File: config.mk
export PLATFORM = sky130hd
export DESIGN_NAME = conv_window_gen
export DESIGN_NICKNAME = d
export VERILOG_FILES = /design/src/rtl/conv_pkg.sv /design/src/rtl/line_buffer.sv /design/src/rtl/conv_window_gen.sv
export SDC_FILE = /design/constraint.sdc
export NUM_CORES = 1
export LEC_CHECK = 0
export BUFFER_PORTS_ARGS = -buffer_cell sky130_fd_sc_hd__buf_2
export CORE_MARGIN = 1
export CORE_UTILIZATION = 58
export DETAILED_ROUTE_END_ITERATION = 8
export PLACE_DENSITY = 0.76
export SLEW_MARGIN = 10
export SYNTH_ARGS = -nofsm -noshare
export SYNTH_HDL_FRONTEND = slang
export SYNTH_SLANG_ARGS = --single-unit
File: constraint.sdc
create_clock -name clk -period 3.05 [get_ports clk]
set_input_delay 0.61 -clock clk [delete_from_list [all_inputs] [get_ports clk]]
set_output_delay 0.61 -clock clk [all_outputs]
set_load 0.02 [all_outputs]
File: src/rtl/conv_pkg.sv
// Constants shared by the 3x3 window generator, CWODSP and the stages after it.
package conv_pkg;
  localparam int PIX_W    = 8;
  localparam int WIN_TAPS = 9;
  localparam int RESULT_W = 24;
endpackage

File: src/rtl/line_buffer.sv
// Single-row pixel delay: a circular buffer with one shared read/write pointer.
// The read is asynchronous, so the storage can map onto distributed RAM.
module line_buffer
  import conv_pkg::*;
#(
  parameter int DEPTH = 8
) (
  input  logic             clk,
  input  logic             reset,
  input  logic             en,
  input  logic [PIX_W-1:0] din,
  output logic [PIX_W-1:0] dout
);

  localparam int AW = (DEPTH > 1) ? $clog2(DEPTH) : 1;

  logic [PIX_W-1:0] mem_q [DEPTH];
  logic [AW-1:0]    ptr_q, ptr_d;

  always_comb begin
    ptr_d = ptr_q;
    if (en) ptr_d = (ptr_q == AW'(DEPTH - 1)) ? '0 : ptr_q + AW'(1);
  end

  always_ff @(posedge clk) begin
    if (reset) ptr_q <= '0;
    else       ptr_q <= ptr_d;
  end

  // Contents are never cleared; rows 0..1 of a frame refill them before any window is emitted.
  always_ff @(posedge clk) begin
    if (en) mem_q[ptr_q] <= din;
  end

  // The slot about to be overwritten holds the pixel from exactly DEPTH accepts ago.
  assign dout = mem_q[ptr_q];

endmodule

File: src/rtl/conv_window_gen.sv
// Streaming 3x3 window generator for CWODSP. Optional per-frame window counter
// on port win_cnt is built only when the macro WIN_CNT_EN is defined.
module conv_window_gen
  import conv_pkg::*;
#(
  parameter int IMG_WIDTH  = 8,
  parameter int IMG_HEIGHT = 8
) (
  input  logic             clk,
  input  logic             reset,
  input  logic [PIX_W-1:0] pix_in,
  input  logic             pix_valid,
  output logic [PIX_W-1:0] f11,
  output logic [PIX_W-1:0] f12,
  output logic [PIX_W-1:0] f13,
  output logic [PIX_W-1:0] f21,
  output logic [PIX_W-1:0] f22,
  output logic [PIX_W-1:0] f23,
  output logic [PIX_W-1:0] f31,
  output logic [PIX_W-1:0] f32,
  output logic [PIX_W-1:0] f33,
  output logic             win_valid,
  output logic             frame_done
`ifdef WIN_CNT_EN
  ,
  output logic [15:0]      win_cnt
`endif
);

  localparam int CW = $clog2(IMG_WIDTH);
  localparam int RW = $clog2(IMG_HEIGHT);

  logic [CW-1:0] col_q, col_d;
  logic [RW-1:0] row_q, row_d;
  logic [WIN_TAPS-1:0][PIX_W-1:0] taps_q, taps_d;
  logic win_valid_q, win_valid_d;
  logic frame_done_q, frame_done_d;
  logic last_col, last_row;
  logic buf_en;
  logic [PIX_W-1:0] a_out, b_out;

  // Reset wins over a coincident pixel, so the buffers must not advance either.
  assign buf_en = pix_valid & ~reset;

  line_buffer #(.DEPTH(IMG_WIDTH)) u_buf_a (
    .clk   (clk),
    .reset (reset),
    .en    (buf_en),
    .din   (pix_in),
    .dout  (a_out)
  );

  line_buffer #(.DEPTH(IMG_WIDTH)) u_buf_b (
    .clk   (clk),
    .reset (reset),
    .en    (buf_en),
    .din   (a_out),
    .dout  (b_out)
  );

  assign last_col = (col_q == CW'(IMG_WIDTH - 1));
  assign last_row = (row_q == RW'(IMG_HEIGHT - 1));

  // Tap index 0 is f11, 8 is f33; each row shifts left and takes a new right column.
  always_comb begin
    col_d        = col_q;
    row_d        = row_q;
    taps_d       = taps_q;
    win_valid_d  = 1'b0;
    frame_done_d = 1'b0;
    if (pix_valid) begin
      taps_d[0] = taps_q[1];
      taps_d[1] = taps_q[2];
      taps_d[2] = b_out;
      taps_d[3] = taps_q[4];
      taps_d[4] = taps_q[5];
      taps_d[5] = a_out;
      taps_d[6] = taps_q[7];
      taps_d[7] = taps_q[8];
      taps_d[8] = pix_in;
      win_valid_d  = (row_q >= RW'(2)) && (col_q >= CW'(2));
      frame_done_d = last_col && last_row;
      col_d = last_col ? '0 : col_q + CW'(1);
      if (last_col) row_d = last_row ? '0 : row_q + RW'(1);
    end
  end

  always_ff @(posedge clk) begin
    if (reset) begin
      col_q        <= '0;
      row_q        <= '0;
      taps_q       <= '0;
      win_valid_q  <= 1'b0;
      frame_done_q <= 1'b0;
    end else begin
      col_q        <= col_d;
      row_q        <= row_d;
      taps_q       <= taps_d;
      win_valid_q  <= win_valid_d;
      frame_done_q <= frame_done_d;
    end
  end

  assign f11        = taps_q[0];
  assign f12        = taps_q[1];
  assign f13        = taps_q[2];
  assign f21        = taps_q[3];
  assign f22        = taps_q[4];
  assign f23        = taps_q[5];
  assign f31        = taps_q[6];
  assign f32        = taps_q[7];
  assign f33        = taps_q[8];
  assign win_valid  = win_valid_q;
  assign frame_done = frame_done_q;

`ifdef WIN_CNT_EN
  logic [15:0] win_cnt_q, win_cnt_d;

  // The frame_done cycle shows the final count; it clears on the cycle after.
  always_comb begin
    win_cnt_d = win_cnt_q;
    if (frame_done_q)
      win_cnt_d = '0;
    else if (win_valid_d && (win_cnt_q != 16'hFFFF))
      win_cnt_d = win_cnt_q + 16'd1;
  end

  always_ff @(posedge clk) begin
    if (reset) win_cnt_q <= '0;
    else       win_cnt_q <= win_cnt_d;
  end

  assign win_cnt = win_cnt_q;
`endif

endmodule

[After elaboration in Yosys (flattened, before gate mapping)]
Memory sizes are Yosys's and may differ from the RTL's. A register that Yosys moved wholly into a read port is not among the register bits.
Cells that the tools add are included.
Word-level totals
  bits in registers: 78
  memory bits (writable): 128
  output and inout port bits: 74
  memories: 2
Operators by class
  $add $sub $neg: 4
  order comparisons: 2
  equality and inequality tests: 4
  muxes and demuxes: 8
  bitwise logic cells: 3
  reduce and logical (&&, ||, !) cells: 4
Memory list
  u_buf_a.mem_q: depth 8, width 8, read ports 1, clocked after Yosys merged registers in 1, wr ports 1, line line_buffer.sv:17  | logic [PIX_W-1:0] mem_q [DEPTH];
  u_buf_b.mem_q: depth 8, width 8, read ports 1, clocked after Yosys merged registers in 1, wr ports 1, line line_buffer.sv:17
Operators by type and width (count)
  $mux W3: 6
  $add A3 B1 Y3 const B: 4
  $eq A3 B3 Y1 const B: 4
  $ge A3 B2 Y1 const B: 2
  $logic_and A1 B1 Y1: 2
  $mux W1: 2
  $not A1 Y1: 2
  $reduce_and A2 Y1: 1
  $reduce_or A2 Y1: 1
  $and A1 B1 Y1: 1

[Logic depth before layout (Yosys ltp)]
  depth after elaboration: 4
  gate-level depth with buffers: 6
  depth with buffers taken out: 6

[Hierarchy]
From an unflattened synthesis, not the netlist that was laid out.
Unflattened totals
  cells, all modules: 511
  area total of the unflattened synthesis: 8411.8 um^2
Modules (own cells, without submodules)
  line_buffer: times used 2, cells an instance 121, area each 2723.9 um^2, seq. area each 2042.0 um^2
  conv_window_gen: times used 1, cells an instance 269, area each 2964.1 um^2, seq. area each 1601.5 um^2

[Least setup slack after synthesis]
No wires, ideal clock.
  path kind: in2reg
  start: in pix_valid
  end: mem u_buf_a.mem_q[1][0] (enable)
  data arrival time: 2.033 ns
  data required time: 2.655 ns
  setup slack: 0.622 ns
  stages: 5
  cells stage by stage: buf_2 buf_2 buf_2 nand2_1 nor4_1
On the way
  word-level cells in the longest chain between the ends: 3
Ends and longest elaborated chain
  start, declared: line conv_window_gen.sv:12  | input logic pix_valid,
  $and A1 B1 Y1: line conv_window_gen.sv:43  | assign buf_en = pix_valid & ~reset;
  $mux W1: line line_buffer.sv:32  | if (en) mem_q[ptr_q] <= din;
  $mux W1 (implied by the code): line line_buffer.sv:32
  end, declared: line line_buffer.sv:17
Every way passes these cells.

==> run metrics <==
grt ovf 0; Worst-path clk slew 60 ps; post-route clock period utilization 70.19%; count of cell types in the netlist 36; Fin Setup TNS 0 ps; P per Cell Area 671.1 nW/um2; WL final 16.68 mm; hold path startpoint pix_in[3]; share of cells above drive strength 1 21.41%; outcome finished clean; CTS resizes 0; Min-Delay Path Class input port to flop; Final #Nets 701; Leak Pwr 3.765 nW; Synth area leader edfxtp_1; initial core utilization 59.43%; chip width 121.3 um; fill cell count 966; Worst EP arrival 2310 ps; largest cells by area after synthesis edfxtp_1 (47%), dfxtp_1 (22%), mux2i_1 (12%); minimum clock period 2141 ps; Final ANT Viol Nets 0; vias in the first global route 5,035; global-route wire length before repair 26.30 mm; Core ar. 13,880 um2; vias after detailed routing 5,001; Rel. slew slack 41.07%; Total GRT Usage 23.35%; most common cell after layout, fill and taps aside edfxtp_1; VDD IR max 0.0005714 V; Worst Setup Start Kind flop; initial antenna violation count 0; CP required 3220 ps; max-slew violations 0; Setup crit end kind flop; most frequent cells in the layout edfxtp_1 (128), nor2_1 (108), mux2i_1 (95), dfxtp_1 (89), buf_2 (83); CTS tree done; Max Cap Viol 0; Ports 85; I/O Buffers 84; WHS Path Cells 1; unrepaired setup endpoints after global routing no; cell count of the worst reg-to-reg path 4; CTS Buf Count 22; Power Total 6.423 mW; drt first pass iters 5; Synth-to-Final Area Change 16.02%; crit path max fanout 35; Seq/Total Area, Yosys 68.19%; hold buffer count at CTS 0; htree depth 1; Synth top area share 46.59%; critical setup path kind flop to flop; worst-margin pin slew 884.0 ps; number of synthesized register bits 217; clk sink count 217; Clock Tree Buf Depth 3; via density per instance 5.709; worst-skew pair later-pin latency 490 ps; die area 14,700 um2; largest net degree at the start of global routing 72; row cnt 43; post-synthesis net count 610; number of antenna diodes 0; CTS root buf clkbuf_16; Post-Syn Area 8249 um2; drt wl/cell 19.04 um; DRC violations left 0; Mapped Cells 589; skew final 6.073 ps; die height 121.3 um; Final Hold Fails 0; fmax 467.1 MHz; Synth Warn # 0; DRT iter0 DRCs 368; placer congestion estimate 0.8303; Post-CTS Setup Inserts 0; Avg Synthesized Cell Area 14.01 um2; final setup violation count 0; Final HPWL DP 10.77 mm
==> Yosys cell counts (all sizes together) <==
cell    count
ha         10
o21a        8
a21oi      14
a221oi      9
nand3       2
a22oi       4
a211oi      8
nor4        3
nand2       7
nor2b       5
mux2       10
a22o        3
clkbuf     13
nor2      108
buf        21
or3         1
and2        1
nand3b      2
o22ai       9
mux2i      95
o21ai       1
o221ai      3
dfxtp      89
nand2b      6
nor3       17
o31a        4
inv         4
edfxtp    128
mux4        4
==> report_power, final <==
part	switching (mW)	internal (mW)	total, mW
sequential	0.0549	3.20	3.25
clock	1.07	1.63	2.69
combinational	0.303	0.172	0.475
total	1.42	5.00	6.42
==> through the flow <==
stage,hold WS [ps],util [%],cell area (um2),setup WS (ps),instances
detailed placement,481.5,63.67,8837,691.4,836
global route,417.4,68.95,9570,782.3,876
finish,406.9,68.95,9570,909.1,876
CTS,400.7,68.95,9570,877.1,876
global placement,459.6,63.67,8837,757.7,836
floorplan,454.3,-,8249,622.1,589
==> path summary, 6_finish.rpt <==
check                                   to  slack [ps]
min          u_buf_a.mem_q[6][3]$_DFFE_PP_         410
max          u_buf_b.mem_q[1][2]$_DFFE_PP_         910
min reg2reg            f31[4]$_SDFFE_PP0P_         490
max reg2reg  u_buf_b.mem_q[1][2]$_DFFE_PP_         910
==> sequential cells by signal (all words and copies together) (netlist names), 8 cells and up, named ones only <==
signal,flops
f21,8
u_buf_b.mem_q,64
f11,8
u_buf_a.mem_q,64
f13,8
f23,8
f12,8
f22,8
f31,8
f32,8
f33,8
==> metal layers <==
layer	global-route usage, %	part of all wire (%)
met4	7.562	2.5
met2	41.36	52
met5	0	0
met3	3.195	4.4
met1	29.55	41
==> critical path: stages (launching register included) <==
cell and delay [ps]:
dfxtp_1 310, buf_4 430, mux2_2 250, o22ai_1 120, a221oi_2 680
==> logic make-up (layout without fill, tap and decap cells) <==
group | count (synthesis) | after routing | synth area share [%]
AND/OR/NAND/NOR | 152 | 152 | 7.781
flip-flops | 217 | 217 | 68.19
adder cells (fa/ha/maj) | 10 | 10 | 1.517
buffers and inverters | 38 | 145 | 2.609
AO/OA/AOI/OAI | 63 | 63 | 5.916
multiplexers | 109 | 109 | 13.98
==> area by class of cell <==
| class | instances | area [um2] | area share, % |
|---|---|---|---|
| Sequential cell | 217 | 5625 | 58.78 |
| Multi-Input combinational cell | 334 | 2409 | 25.17 |
| Clock buffer | 26 | 586.8 | 6.132 |
| Timing Repair Buffer | 101 | 563.0 | 5.883 |
| Tap cell | 180 | 225.2 | 2.353 |
| Clock inverter | 14 | 146.4 | 1.530 |
| Inverter | 4 | 15.01 | 0.1569 |
Note: power is estimated with default switching activity, not from simulation.
